**src/rtl/edge_pkg.sv**
```systemverilog
// Shared definitions for the multi-channel edge detector: mode encodings and a
// constant-evaluable ceil(log2) helper.
package edge_pkg;

  localparam logic [1:0] EDGE_OFF  = 2'b00;
  localparam logic [1:0] EDGE_RISE = 2'b01;
  localparam logic [1:0] EDGE_FALL = 2'b10;
  localparam logic [1:0] EDGE_BOTH = 2'b11;

  function automatic int unsigned clog2(input int unsigned value);
    int unsigned res;
    int unsigned v;
    res = 0;
    v   = (value > 0) ? value - 1 : 0;
    while (v > 0) begin
      res++;
      v = v >> 1;
    end
    return res;
  endfunction

endpackage

```
**src/rtl/edge_channel.sv**
```systemverilog
// One detector channel: input synchroniser, delayed copy, mode-selected edge
// detect and the sticky pending/overflow state.
module edge_channel
  import edge_pkg::*;
#(
  parameter int unsigned SYNC_STAGES = 2
) (
  input  logic       clk,
  input  logic       rst_n,
  input  logic       x_i,
  input  logic       ready_i,
  input  logic [1:0] mode_i,
  input  logic       clr_i,
  output logic       y_o,
  output logic       ovf_o
);

  logic [SYNC_STAGES-1:0] sync_q, sync_d;
  logic                   prev_q, prev_d;
  logic                   y_q, y_d;
  logic                   ovf_q, ovf_d;
  logic                   s, rise, fall, det;

  assign s    = sync_q[SYNC_STAGES-1];
  assign rise = s & ~prev_q;
  assign fall = ~s & prev_q;

  // Sync chain and prev keep loading during warm-up so a level held through
  // reset is already settled when detection is enabled.
  always_comb begin
    sync_d = {sync_q[SYNC_STAGES-2:0], x_i};
    prev_d = s;
  end

  always_comb begin
    det = 1'b0;
    unique case (mode_i)
      EDGE_OFF:  det = 1'b0;
      EDGE_RISE: det = rise;
      EDGE_FALL: det = fall;
      EDGE_BOTH: det = rise | fall;
      default:   det = 1'b0;
    endcase
    det = det & ready_i;
  end

  // A clear always drops overflow; a clear racing a new edge keeps the channel
  // pending, since the fresh event replaces the one being acknowledged.
  always_comb begin
    y_d   = det | (y_q & ~clr_i);
    ovf_d = ovf_q;
    if (clr_i) begin
      ovf_d = 1'b0;
    end else if (det && y_q) begin
      ovf_d = 1'b1;
    end
  end

  always_ff @(posedge clk or negedge rst_n) begin
    if (!rst_n) begin
      sync_q <= '0;
      prev_q <= 1'b0;
      y_q    <= 1'b0;
      ovf_q  <= 1'b0;
    end else begin
      sync_q <= sync_d;
      prev_q <= prev_d;
      y_q    <= y_d;
      ovf_q  <= ovf_d;
    end
  end

  assign y_o   = y_q;
  assign ovf_o = ovf_q;

endmodule

```
**src/rtl/multi_edge_detector.sv**
```systemverilog
// Multi-channel sticky edge detector with per-channel mode, clear and overflow,
// a post-reset warm-up gate and a combined interrupt.
module multi_edge_detector
  import edge_pkg::*;
#(
  parameter int unsigned CHANNELS    = 8,
  parameter int unsigned SYNC_STAGES = 2
) (
  input  logic                  clk,
  input  logic                  rst_n,
  input  logic [CHANNELS-1:0]   x,
  input  logic [2*CHANNELS-1:0] mode,
  input  logic [CHANNELS-1:0]   clr,
  output logic [CHANNELS-1:0]   y,
  output logic [CHANNELS-1:0]   ovf,
  output logic                  irq,
  output logic                  ready
);

  localparam int unsigned CntW = clog2(SYNC_STAGES + 2);

  logic [CntW-1:0] cnt_q, cnt_d;
  logic            ready_q, ready_d;

  // Counter stops once ready is set; ready lands on edge SYNC_STAGES+1.
  always_comb begin
    cnt_d   = cnt_q;
    ready_d = ready_q;
    if (!ready_q) begin
      cnt_d = cnt_q + CntW'(1);
      if (cnt_q == CntW'(SYNC_STAGES)) begin
        ready_d = 1'b1;
      end
    end
  end

  always_ff @(posedge clk or negedge rst_n) begin
    if (!rst_n) begin
      cnt_q   <= '0;
      ready_q <= 1'b0;
    end else begin
      cnt_q   <= cnt_d;
      ready_q <= ready_d;
    end
  end

  for (genvar i = 0; i < CHANNELS; i++) begin : g_ch
    edge_channel #(
      .SYNC_STAGES(SYNC_STAGES)
    ) u_ch (
      .clk    (clk),
      .rst_n  (rst_n),
      .x_i    (x[i]),
      .ready_i(ready_q),
      .mode_i (mode[2*i+:2]),
      .clr_i  (clr[i]),
      .y_o    (y[i]),
      .ovf_o  (ovf[i])
    );
  end

  assign ready = ready_q;
  assign irq   = |y;

endmodule

```
**config.mk**
```make
export PLATFORM = sky130hd
export DESIGN_NAME = multi_edge_detector
export DESIGN_NICKNAME = d
export VERILOG_FILES = /design/src/rtl/edge_pkg.sv /design/src/rtl/edge_channel.sv /design/src/rtl/multi_edge_detector.sv
export SDC_FILE = /design/constraint.sdc
export NUM_CORES = 1
export LEC_CHECK = 0
export ABC_AREA = 1
export BUFFER_PORTS_ARGS = -buffer_cell sky130_fd_sc_hd__buf_2
export CORE_MARGIN = 3
export CORE_UTILIZATION = 56
export DETAILED_ROUTE_END_ITERATION = 6
export HOLD_SLACK_MARGIN = 0.08
export PLACE_DENSITY = 0.85
export SYNTH_ARGS = -nofsm -noshare
export SYNTH_HDL_FRONTEND = slang
export SYNTH_HIERARCHICAL = 1
export SYNTH_SLANG_ARGS = --single-unit
```
**constraint.sdc**
```tcl
create_clock -name clk -period 3.2 [get_ports clk]
set_input_delay 0.16 -clock clk [delete_from_list [all_inputs] [get_ports clk]]
set_output_delay 0.16 -clock clk [all_outputs]
set_load 0.005 [all_outputs]
```
* Word-level counts from Yosys, hierarchy flattened
Index checks and enable logic that the tools add are counted.
** Word-level totals
- Output and inout bits :: 18
- Logic and storage cells :: 183
- Input bits :: 34
- Register bits after elaboration :: 43
** Cells by class
- Reductions and logical operators :: 25
- Muxes and demuxes :: 26
- Bitwise gates (word level) :: 72
- Eq/ne operators :: 25
- Add/subtract/negate cells :: 1
** Operator list (number)
- $eq A2 B2 Y1 const B :: 17
- $and A1 B1 Y1 :: 32
- $pmux W1 S4 :: 8
- $not A1 Y1 :: 24
- $mux W1 :: 18
- $eq A2 B1 Y1 const B :: 8
- $logic_not A2 Y1 :: 8
- $or A1 B1 Y1 :: 16
- $reduce_bool A2 Y1 :: 8
- $logic_and A1 B1 Y1 :: 8
- $reduce_or A8 Y1 :: 1
- $add A2 B1 Y2 const B :: 1

* Longest topological paths before layout
Gate-level depths: netlist of run 1.
- Word-level depth :: 8
- Mapped depth :: 7
- Mapped depth without buffers :: 7

* By module
Netlist of run 1, hierarchy kept.
** By module, submodules not included
- edge_channel :: times used 8, cells an instance 25, area each 229.0 um^2, seq. area each 125.1 um^2
- multi_edge_detector :: times used 1, cells an instance 24, area each 171.4 um^2, seq. area each 75.1 um^2

* Worst setup path after synthesis of run 1
OpenSTA, ideal clock, no wires.
- Path kind :: register to register
- Start :: register g_ch[0].u_ch.sync_q[1]
- End :: register g_ch[0].u_ch.y_q
- Library setup time :: 126 ps
- Stages on the path, launching flop included :: 8
- Data arrival time :: 910 ps
- Data required time :: 3074 ps
- Path buffers :: 0
- Clock period less this slack :: 1036 ps
- Path slack :: 2164 ps
- Path through :: dfrtp_1 inv_1 ha_1 inv_1 nand2_1 nand3_1 nand2_1 o21ai_0
** Between the ends
- Word-level cells in the longest chain between the ends :: 6
- Elaborated cells on any way between the ends :: 7
- Those cells by class :: 1 x mux; 6 x bitwise
** Ends and longest elaborated chain
- from (decl) :: line edge_channel.sv:18 : logic [SYNC_STAGES-1:0] sync_q, sync_d;
- from (signal assigned) :: line edge_channel.sv:66 : sync_q <= sync_d;
- $not A1 Y1 :: line edge_channel.sv:26 : assign fall = ~s & prev_q;
- $and A1 B1 Y1 :: line edge_channel.sv:26
- $or A1 B1 Y1 :: line edge_channel.sv:41 : EDGE_BOTH: det = rise | fall;
- $pmux W1 S4 * :: line edge_channel.sv:37 : unique case (mode_i)
- $and A1 B1 Y1 * :: line edge_channel.sv:44 : det = det & ready_i;
- $or A1 B1 Y1 * :: line edge_channel.sv:50 : y_d = det | (y_q & ~clr_i);
- via g_ch[0].u_ch.y_d :: line edge_channel.sv:20 : logic y_q, y_d;
- to (signal assigned) :: line edge_channel.sv:68 : y_q <= y_d;
- to (decl) :: line edge_channel.sv:20
Mark *: on every way through the listed nets, which the timed path passes. The rest lies on a longest branch.
A chain may end at the register's enable or synchronous reset.

* Worst setup path in the final report of run 1
- Start :: register ready_q, in the netlist ready
- End :: output port ready
** RTL lines
- from (decl) :: line multi_edge_detector.sv:23 : logic ready_q, ready_d;
- from (signal assigned) :: line multi_edge_detector.sv:43 : ready_q <= ready_d;
- to (decl) :: line multi_edge_detector.sv:17 : output logic ready
No word-level cell between the ends.

==> Flow_metrics.wiki, run 1 <==
{| class="wikitable"
! Metric !! Value
|-
| Launch point of the critical path || ready
|-
| Top-Level Pins || 52
|-
| Logic pwr share || between 10 and 15%
|-
| Routability-driven placement congestion ratio || approximately 0.75
|-
| Wire length reported by the detailed router || 3650 µm
|-
| Ordered list of cells on the worst path || buf_2
|-
| Unrepaired setup endpoints after global routing || no
|-
| Unique cell type count in the Yosys netlist || 10
|-
| Status || complete, no violations
|-
| Grt ovf || 0
|-
| Net switching component of the power || 0.275 mW
|-
| Number of flip-flops and latches in the synthesized netlist || 43
|-
| Path length in cells of the critical path || 1
|-
| Final Critical Period || 1.34 ns
|-
| Clk pin slew, worst setup/hold paths || ~0.13 ns
|-
| Worst hold slack || 0.138 ns
|-
| Number of gates resized after CTS || 0
|-
| Transition time at the pin with the least slew margin || 0.923 ns
|-
| Antenna violations before repair || 0
|-
| Internal power || 0.844 mW
|-
| Number of buffers created by CTS || 5
|-
| Kind of cell adding the most delay to the critical path || flip-flops
|-
| Relative area change from synthesis to final layout || 28.4%
|-
| Uppermost signal routing layer after detailed routing || met4
|-
| Clock tree from TritonCTS || yes
|-
| Critical Path AT || 1.18 ns
|-
| Startpoint types || flop
|-
| Setup Skew || roughly 0.016 ns
|-
| Maximum Capacitance Violations || 0
|-
| Sort of element at the end of the critical path || primary output
|-
| Met2 Wirelength || 1910 µm
|-
| Number of setup violations in the final report || 0
|-
| Average routed wire per standard cell || roughly 11 µm
|-
| Worst hold-check path type || in2reg
|-
| Global-route wire length before repair || 5980 µm
|-
| Number of global-route vias before repair || 1,485
|-
| Stage delay of the slowest cell on the critical path || about 0.63 ns
|-
| Utilization after layout || 75.9%
|-
| Root buffer selected by CTS || clkbuf_4
|-
| Mapped Area || 0.00200 mm²
|-
| Post-CTS repair timing setup buffer count || 0
|-
| Net count after synthesis || 275
|-
| Global-route usage over all layers || 18.6%
|-
| Amount of wire on met3 after detailed routing || 189 µm
|-
| Total routed wire length on the met1 layer || 1540 µm
|-
| Vertical extent of the die || around 66 µm
|-
| Via Count || approximately 1,600
|-
| Slowest cell on the critical path || dfrtp_1
|-
| FP Rows || 21
|-
| Overall die width || approximately 66 µm
|-
| Worst Setup Path Type || reg2out
|-
| Critical R2R Launch || g_ch[7].u_ch/sync_q[1]
|-
| Mean Syn Cell Area || between 8 and 9 µm²
|-
| Hold Path Origin || mode[13]
|-
| Antenna Nets Post-Route || 0
|-
| Final Hold Viols || 0
|-
| Highest attainable clock frequency || 745 MHz
|-
| Worst reg-to-reg setup slack || 2.05 ns
|-
| Clock insertion delay at the later pin of the skew report || 0.35 ns
|-
| Number of DRC violations after detailed-routing iteration 0 || 102
|-
| Largest fanout on the critical path || 13
|-
| PD cells || 435 mW/mm²
|-
| Nets@finish || 350
|-
| Required time reported for the critical path endpoint || 3.04 ns
|-
| Part of the cycle the worst path needs || 42.0%
|-
| Router iterations before antenna repair || 4
|-
| Synthesis warning total || 6
|-
| Part of the total power dissipated in the clock network || 31.3%
|-
| R2R depth || 7
|-
| Layout filler cell count || around 250
|-
| Ratio of routed vias to standard cells || 4.51
|-
| Maximum clock insertion buffer count || 2
|-
| Number of H-tree branching levels || 2
|-
| Largest net degree at the start of global routing || 44
|-
| Switching share of power || 24.6%
|-
| Reg2Reg Capture Point || g_ch[7].u_ch/ovf_o
|-
| Leakage power || 1.55 nW
|-
| Number of remaining DRC errors || 0
|-
| Layout cells sized above 1 || 22.3%
|-
| Max rail drop VDD || 0.249 mV
|-
| Max transition margin || between 30 and 40%
|-
| Buffers & Inverters on Critical Path || 1
|-
| Post-Synthesis Cells || 224
|-
| Share of the yosys chip area belonging to registers || 53.7%
|-
| Half-perimeter wire length after placement || ~2600 µm
|-
| Overall die area || 0.00433 mm²
|-
| Sum of negative setup slack || 0 ns
|-
| Diodes inserted || 0
|-
| Number of sinks driven by the clock tree || 43
|-
| Area inside the core boundary || about 0.0034 mm²
|-
| Initial core utilization || 59.1%
|-
| Total of buffers placed on input and output ports || 51
|-
| Endpoint of the worst setup timing path || ready
|-
| Hold-fix buffer count after cts || 17
|-
| Sequential power share || 54.1%
|-
| Final Max Slew Viols || 0
|}
kinds of logic (layout without fill, tap and decap cells):
logic type / count (synthesis) / in the layout / synth area share [%]
and+or+nand+nor: 81 / 81 / 16.3
buffers and inverters: 65 / 141 / 12.2
DFF: 43 / 43 / 53.7
adders and majority gates: 17 / 17 / 10.6
AOI/OAI and AO/OA: 17 / 17 / 6.75
xor gates and xnor gates: 1 / 1 / 0.437
synthesized netlist by cell type, drive strengths merged:
library cell	count	area, µm²
a21boi	8	90.1
dfrtp	43	1080
ha	17	213
inv	65	244
nand2	54	203
nand3	16	80.1
nor2	10	37.5
o21ai	9	45.0
or2	1	6.26
xnor2	1	8.76
cell type report:
class | instances | area (µm²) | area share, %
Timing Repair Buffer | 68 | 425 | 16.5
Inverter | 65 | 244 | 9.48
Clock inverter | 2 | 35.0 | 1.36
Sequential cell | 43 | 1080 | 41.8
Tap cell | 46 | 57.6 | 2.24
Clock buffer | 6 | 51.3 | 1.99
Multi-Input combinational cell | 116 | 683 | 26.6
through the flow:
| stage | instances | power (mW) | setup WS [ns] | instance area, µm² |
|---|---|---|---|---|
| after detailed placement | 321 | 0.765 | 2.05 | 2320 |
| final | 346 | 1.12 | 1.86 | 2570 |
| after floorplan | 224 | 0.687 | 2.16 | 2000 |
| after global placement | 321 | 0.757 | 2.10 | 2320 |
| after global routing | 346 | 1.19 | 1.74 | 2570 |
| after CTS | 346 | 1.13 | 1.83 | 2570 |
registers in the layout, summed over array words and instances (netlist names):
signal / cells
g_ch.u_ch/y_o: 8
g_ch.u_ch/prev_q: 8
cnt_q: 2
ready: 1
g_ch.u_ch/ovf_o: 8
g_ch.u_ch/sync_q: 16
worst min path at each step:
stage / to / slack (ns) / cells past startpoint
2_1_floorplan: cnt_q[0] / -0.14 / 0
3_3_place_gp: g_ch[0].u_ch/sync_q[0] / 0.27 / 1
3_5_place_dp: g_ch[4].u_ch/sync_q[0] / 0.27 / 1
4_1_cts: g_ch[6].u_ch/ovf_o / 0.13 / 4
5_1_grt: g_ch[4].u_ch/ovf_o / 0.13 / 4
6_report: g_ch[6].u_ch/ovf_o / 0.14 / 4
power groups by stage:
stage	sequential [mW]	clock (mW)	combinational, mW
floorplan	0.614	0	0.0734
finish	0.605	0.351	0.163
global route	0.611	0.390	0.190
detailed placement	0.616	0	0.149
global placement	0.614	0	0.143
CTS	0.606	0.360	0.165
metal layers:
metal  track usage [%]  vias to the layer above
met5                 0                        -
met4              5.44                        0
met3              6.63                        2
met2              33.5                       36
met1              20.4                      712
li1                  -                      809
cell usage in the layout (no fill, tap or decap), drive strengths merged:
cell / instances
nand3: 16
xnor2: 1
dlygate4sd3: 17
nor2: 10
inv: 65
clkinv: 1
ha: 17
bufinv: 1
dfrtp: 43
o21ai: 9
a21boi: 8
buf: 51
clkbuf: 6
or2: 1
nand2: 54
Power figures use the tool's default switching activity.
==> inputs of run 2 (changes only) <==
--- a/config.mk
+++ b/config.mk
@@ -8,10 +8,10 @@
 export ABC_AREA = 1
 export BUFFER_PORTS_ARGS = -buffer_cell sky130_fd_sc_hd__buf_2
 export CORE_MARGIN = 3
-export CORE_UTILIZATION = 56
+export CORE_UTILIZATION = 47
 export DETAILED_ROUTE_END_ITERATION = 6
 export HOLD_SLACK_MARGIN = 0.08
-export PLACE_DENSITY = 0.85
+export PLACE_DENSITY = 0.76
 export SYNTH_ARGS = -nofsm -noshare
 export SYNTH_HDL_FRONTEND = slang
 export SYNTH_HIERARCHICAL = 1
==> constraint.sdc (replaced) <==
create_clock -name clk -period 1.1 [get_ports clk]
set_input_delay 0.055 -clock clk [delete_from_list [all_inputs] [get_ports clk]]
set_output_delay 0.055 -clock clk [all_outputs]
set_load 0.005 [all_outputs]
==> run 2 against run 1 <==
Against the previous run:
- via count grew 2.7%
- the run now ends with negative setup slack left
- sequential share of layout area decreased by 3.0 points
- largest cell class unchanged
- sequential power rose to 2.9 times the previous value
- utilization is 7.5 points lower
- clock power rose to 2.7 times the previous value
- first-iteration DRC count is 74% lower
==> Flow_metrics.wiki, run 2 (synthesis results as in run 1) <==
{| class="wikitable"
! Metric !! Value
|-
| Amount of wire on met3 after detailed routing || 184 µm (-2.6%)
|-
| Number of buffers created by CTS || 5 (unchanged)
|-
| Max rail drop VDD || 0.773 mV (+210%)
|-
| Max transition margin || 83.1% (+45 points)
|-
| Nets@finish || 360 (+2.9%)
|-
| Total of buffers placed on input and output ports || 51 (unchanged)
|-
| Layout cells sized above 1 || 32.9% (+11 points)
|-
| Final Max Slew Viols || 0 (unchanged)
|-
| Part of the cycle the worst path needs || 106%
|-
| Diodes inserted || 0 (unchanged)
|-
| Initial core utilization || 49.4% (-9.7 points)
|-
| Final Hold Viols || 0 (unchanged)
|-
| Number of H-tree branching levels || 2 (unchanged)
|-
| Final Critical Period || 1.16 ns
|-
| Least setup slack across all paths after layout || -0.0606 ns (-1.92 ns)
|-
| Antenna Nets Post-Route || 0 (unchanged)
|-
| Number of sinks driven by the clock tree || 43 (unchanged)
|-
| Global-route usage over all layers || 16.6% (-2.1 points)
|-
| Vertical extent of the die || 71.3 µm (+8.3%)
|-
| Antenna violations before repair || 0 (unchanged)
|-
| Number of global-route vias before repair || 1,575 (+6.1%)
|-
| Maximum Capacitance Violations || 0 (unchanged)
|-
| Number of remaining DRC errors || 0 (unchanged)
|-
| Register name with the most flops || g_ch.u_ch/sync_q
|-
| Root buffer selected by CTS || clkbuf_8
|-
| Utilization after layout || 68.4% (-7.5 points)
|-
| Largest net degree at the start of global routing || 44 (unchanged)
|-
| Leakage power || 1.62 nW (+4.7%)
|-
| Failing checks || negative setup slack
|-
| Total routed wire length on the met1 layer || 1690 µm (+9.5%)
|-
| Router iterations before antenna repair || 4 (unchanged)
|-
| Sort of element at the end of the critical path || primary output
|-
| Sum of negative setup slack || -0.133 ns (-0.133 ns)
|-
| Critical Path AT || 1.11 ns (-0.07 ns)
|-
| FP Rows || 23 (+9.5%)
|-
| Overall die area || 0.00508 mm² (+17%)
|-
| Transition time at the pin with the least slew margin || 0.253 ns (-0.669 ns)
|-
| Half-perimeter wire length after placement || 2560 µm (-0.73%)
|-
| Area inside the core boundary || 0.00406 mm² (+20%)
|-
| R2R depth || 7 (unchanged)
|-
| Met2 Wirelength || 2130 µm (+12%)
|-
| Setup Skew || 0.00829 ns (-0.00750 ns)
|-
| Worst Setup Path Type || reg2out
|-
| PD cells || 1190 mW/mm² (+170%)
|-
| Clock tree from TritonCTS || yes
|-
| Required time reported for the critical path endpoint || 1.04 ns (-2.00 ns)
|-
| Clock insertion delay at the later pin of the skew report || 0.28 ns (-0.07 ns)
|-
| Wire length reported by the detailed router || 4020 µm (+10%)
|-
| Uppermost signal routing layer after detailed routing || met4
|-
| Status || complete, but fails checks
|-
| Max FFs per register || 16 (unchanged)
|-
| Routability-driven placement congestion ratio || 0.757 (+1.3%)
|-
| Number of setup violations in the final report || 5 (+5)
|-
| Largest fanout on the critical path || 3 (-10)
|-
| Grt ovf || 0 (unchanged)
|-
| Relative area change from synthesis to final layout || 38.5%
|-
| Ratio of routed vias to standard cells || 4.45 (-1.3%)
|-
| Startpoint types || flop
|-
| Unrepaired setup endpoints after global routing || yes
|-
| Maximum clock insertion buffer count || 2 (unchanged)
|-
| Top-Level Pins || 52 (unchanged)
|-
| Average routed wire per standard cell || 11.2 µm (+5.7%)
|-
| Most common cell after layout, fill and taps aside || inv_1
|-
| Global-route wire length before repair || 6620 µm (+11%)
|-
| Overall die width || 71.3 µm (+8.3%)
|-
| Number of DRC violations after detailed-routing iteration 0 || 27 (-74%)
|-
| Hold Path Stages || 4 (unchanged)
|-
| Clk pin slew, worst setup/hold paths || 0.08 ns (-0.05 ns)
|-
| Highest attainable clock frequency || 862 MHz
|-
| Via Count || 1,601 (+2.7%)
|-
| Commonest cells after routing, fill and taps aside || inv_1 (62), buf_2 (51), nand2_1 (50)
|-
| Worst hold-check path type || in2reg
|}
[run 2: cell type report]
cell class	count	area, µm²
Inverter	65	244
Multi-Input combinational cell	116	792
Clock inverter	1	5.00
Tap cell	50	62.6
Timing Repair Buffer	78	517
Sequential cell	43	1080
Clock buffer	7	76.3
Fill cell	328	1280
[run 2: per-layer routing]
layer | global-route usage [%] | vias up
li1 | - | 820
met1 | 19.6 | 745
met2 | 29.2 | 34
met3 | 5.05 | 2
met4 | 4.38 | 0
met5 | 0 | -
[run 2: what timing repair did]
item	in CTS	in global routing
hold buffers	17	0
hold endpoints to repair	67	0
resized for setup	10	26
setup endpoints to repair	17	17
setup buffers	6	3
pin swaps	7	24
[run 2: path summary, 6_finish.rpt]
kind,startpoint,to,slack [ns]
hold reg to reg,g_ch[1].u_ch/sync_q[0],g_ch[1].u_ch/sync_q[1],0.35
max in group asynchronous,rst_n,ready,0.62
hold / removal,mode[5],g_ch[2].u_ch/ovf_o,0.09
setup reg to reg,g_ch[3].u_ch/sync_q[1],g_ch[3].u_ch/y_o,-0.05
setup / recovery,g_ch[3].u_ch/y_o,irq,-0.06
min in group asynchronous,rst_n,g_ch[3].u_ch/prev_q,0.26
[run 2: stage by stage]
| stage | cell area, µm² | hold slack [ns] | worst slack [ns] | instances | power (mW) |
|---|---|---|---|---|---|
| after CTS | 2670 | 0.0825 | -0.0762 | 357 | 3.26 |
| final | 2770 | 0.0934 | -0.0606 | 360 | 3.30 |
| after detailed placement | 2340 | 0.0492 | -0.0555 | 326 | 2.23 |
| after global routing | 2770 | 0.0980 | -0.153 | 360 | 3.52 |
| after global placement | 2340 | 0.0475 | 0.000597 | 326 | 2.21 |
| after floorplan | 2000 | -0.241 | 0.0641 | 224 | 2.00 |
[run 2: power by group]
part	switching [mW]	leakage [nW]	internal, mW
combinational	0.307	1.07	0.291
sequential	0.0621	0.502	1.69
clock	0.504	0.0422	0.446
[run 2: critical path, cell delays in order (launching register included)]
cell and delay [ns]:
dfrtp_1 0.41, inv_1 0.06, nand2_1 0.06, nor2_2 0.11, nand2_1 0.06, buf_2 0.12
==> inputs of run 3 (changes only) <==
--- a/config.mk
+++ b/config.mk
@@ -16,3 +16,4 @@
 export SYNTH_HDL_FRONTEND = slang
 export SYNTH_HIERARCHICAL = 1
 export SYNTH_SLANG_ARGS = --single-unit
+export TNS_END_PERCENT = 10
==> run 3 against run 2 <==
Against the previous run:
- the run still ends with negative setup slack left
- final area decreased by 1.9%
- via count is 1.0% lower
- final cell count fell by 1.1%
- combinational power fell by 4.7%
==> Flow_metrics.wiki, run 3 (synthesis results as in run 1) <==
{| class="wikitable"
! Metric !! Value
|-
| Antenna violations before repair || 0 (unchanged)
|-
| Layout cells sized above 1 || 30.4% (-2.5 points)
|-
| Final Hold Viols || 0 (unchanged)
|-
| Worst hold-check path type || in2reg
|-
| Clk pin slew, worst setup/hold paths || 0.08 ns (about the same)
|-
| Router iterations before antenna repair || 4 (unchanged)
|-
| PD cells || 1200 mW/mm² (+0.64%)
|-
| Global-route wire length before repair || 6470 µm (-2.4%)
|-
| Worst reg-to-reg setup slack || -0.10 ns (-0.05 ns)
|-
| Highest attainable clock frequency || 832 MHz (-3.5%)
|-
| Overall die area || 0.00508 mm² (unchanged)
|-
| Ratio of routed vias to standard cells || 4.45 (+0.11%)
|-
| Number of H-tree branching levels || 2 (unchanged)
|-
| Antenna Nets Post-Route || 0 (unchanged)
|-
| Most common cell after layout, fill and taps aside || inv_1
|-
| Sequential power share || 53.8% (+0.7 points)
|-
| Diodes inserted || 0 (unchanged)
|-
| Internal power || 2.41 mW (-0.59%)
|-
| Switching share of power || 25.9% (-0.50 points)
|-
| Status || complete, but fails checks
|-
| Ordered list of cells on the worst path || inv_1, ha_1, inv_1, nand2_1, nand3_2, nand2_1, o21ai_1
|-
| Part of the cycle the worst path needs || 109% (+3.8 points)
|-
| Top-Level Pins || 52 (unchanged)
|-
| Largest net degree at the start of global routing || 44 (unchanged)
|-
| FP Rows || 23 (unchanged)
|-
| Logic pwr share || 17.5% (-0.6 points)
|-
| Hold Path Origin || mode[15]
|-
| Least setup slack across all paths after layout || -0.102 ns (-0.0417 ns)
|-
| Half-perimeter wire length after placement || 2560 µm (unchanged)
|-
| Maximum clock insertion buffer count || 2 (unchanged)
|-
| Critical R2R Launch || g_ch[3].u_ch/sync_q[1]
|-
| Grt ovf || 0 (unchanged)
|-
| R2R depth || 7 (unchanged)
|-
| Final Critical Period || 1.20 ns (+0.0417 ns)
|-
| Reg2Reg Capture Point || g_ch[3].u_ch/y_o
|-
| Sum of negative setup slack || -0.248 ns (-0.115 ns)
|-
| Part of the total power dissipated in the clock network || 28.7% (about the same)
|-
| Commonest cells after routing, fill and taps aside || inv_1 (62), nand2_1 (52), buf_2 (51)
|-
| Vertical extent of the die || 71.3 µm (unchanged)
|-
| Global-route usage over all layers || 16.1% (-0.42 points)
|-
| Number of global-route vias before repair || 1,581 (+0.38%)
|-
| Unrepaired setup endpoints after global routing || yes
|-
| Overall power consumption || 3.26 mW (-1.3%)
|-
| Leakage power || 1.59 nW (-1.4%)
|-
| Maximum Capacitance Violations || 0 (unchanged)
|-
| Setup Skew || 0.00564 ns (-0.00264 ns)
|-
| Number of setup violations in the final report || 8 (+3)
|-
| Sort of element at the end of the critical path || flop
|-
| Max rail drop VDD || 0.760 mV (-1.7%)
|-
| Max transition margin || 82.4% (-0.71 points)
|-
| Worst Setup Path Type || reg2reg
|-
| Net switching component of the power || 0.846 mW (-3.1%)
|-
| Clock insertion delay at the later pin of the skew report || 0.28 ns (about the same)
|-
| Worst Hold Path EP || g_ch[7].u_ch/y_o
|-
| Overall die width || 71.3 µm (unchanged)
|-
| Required time reported for the critical path endpoint || 1.26 ns (+0.22 ns)
|-
| Average routed wire per standard cell || 10.9 µm (-2.4%)
|-
| Transition time at the pin with the least slew margin || 0.264 ns (+0.0107 ns)
|-
| Routability-driven placement congestion ratio || 0.757 (unchanged)
|-
| Max FFs per register || 16 (unchanged)
|-
| Nets@finish || 356 (-1.1%)
|-
| Stage delay of the slowest cell on the critical path || 0.38 ns (-0.03 ns)
|-
| Root buffer selected by CTS || clkbuf_8
|-
| Register name with the most flops || g_ch.u_ch/sync_q
|-
| Clock tree from TritonCTS || yes
|-
| Startpoint types || flop
|-
| Largest fanout on the critical path || 3 (unchanged)
|-
| Area inside the core boundary || 0.00406 mm² (unchanged)
|-
| Number of remaining DRC errors || 0 (unchanged)
|-
| Relative area change from synthesis to final layout || 35.9%
|-
| Hold Path Stages || 4 (unchanged)
|-
| Wire length reported by the detailed router || 3880 µm (-3.5%)
|-
| Number of sinks driven by the clock tree || 43 (unchanged)
|-
| Critical Path AT || 1.36 ns (+0.25 ns)
|-
| Total of buffers placed on input and output ports || 51 (unchanged)
|-
| Via Count || 1,585 (-1.0%)
|-
| Final Max Slew Viols || 0 (unchanged)
|-
| Number of buffers created by CTS || 5 (unchanged)
|-
| Slowest cell on the critical path || dfrtp_1
|-
| Number of DRC violations after detailed-routing iteration 0 || 44 (+63%)
|-
| Layout filler cell count || 342 (+4.3%)
|-
| Initial core utilization || 49.4% (unchanged)
|-
| Failing checks || negative setup slack
|}
[run 3: worst max path at each step]
stage / slack (ns) / cells after the start / end / start
detailed placement: -0.06 / 7 / g_ch[3].u_ch/y_o / g_ch[3].u_ch/sync_q[1]
finish: -0.10 / 7 / g_ch[3].u_ch/y_o / g_ch[3].u_ch/sync_q[1]
global placement: 0.0006 / 7 / g_ch[1].u_ch/y_o / g_ch[1].u_ch/sync_q[1]
CTS: -0.08 / 5 / irq / g_ch[0].u_ch/y_o
global route: -0.18 / 7 / g_ch[3].u_ch/y_o / g_ch[3].u_ch/sync_q[1]
floorplan: 0.06 / 7 / g_ch[0].u_ch/y_o / g_ch[0].u_ch/sync_q[1]
[run 3: layout make-up]
| class | instances | area (µm²) | share of cell area [%] |
|---|---|---|---|
| clock buffer | 7 | 76.3 | 2.80 |
| clock inverter | 1 | 5.00 | 0.184 |
| inverter | 65 | 244 | 8.97 |
| multi-input combinational | 116 | 773 | 28.4 |
| sequential | 43 | 1080 | 39.6 |
| tap | 50 | 62.6 | 2.30 |
| timing repair buffer | 74 | 483 | 17.7 |
[run 3: worst max-delay path, delay by kind of cell (launching register included)]
kind            cells  cell delay [ns]
fa+ha+maj           1             0.26
compound gates      1             0.10
flops               1             0.38
buf+inv             2             0.10
simple gates        3             0.24
[run 3: per-stage QoR]
stage               instances  hold slack, ns  util, %  area (µm²)  worst slack [ns]
finish                    356          0.0838     67.1        2720            -0.102
global route              356          0.0841     67.1        2720            -0.176
CTS                       352          0.0816     65.2        2640           -0.0762
detailed placement        326          0.0492     57.7        2340           -0.0555
global placement          326          0.0475     57.7        2340          0.000597
floorplan                 224          -0.241        -        2000            0.0641
[run 3: power by group through the flow]
stage / sequential (mW) / combinational [mW] / clock (mW)
final: 1.75 / 0.570 / 0.934
after global routing: 1.77 / 0.658 / 1.05
after CTS: 1.76 / 0.518 / 0.976
after detailed placement: 1.79 / 0.443 / 0
after global placement: 1.78 / 0.426 / 0
after floorplan: 1.79 / 0.214 / 0
[run 3: repair_timing]
item,CTS,global route
setup endpoints to repair,17,17
pin swaps,13,14
hold buffers,17,0
buffers inserted,1,4
resized for setup,15,15
endpoints found under the hold margin,67,0
[run 3: routing by layer]
layer	vias to the layer above	share of wire (%)	track usage, %
li1	814	-	-
met3	2	4.7	5.05
met2	34	53	28.8
met4	0	0.49	4.38
met5	-	0	0
met1	735	42	18.7
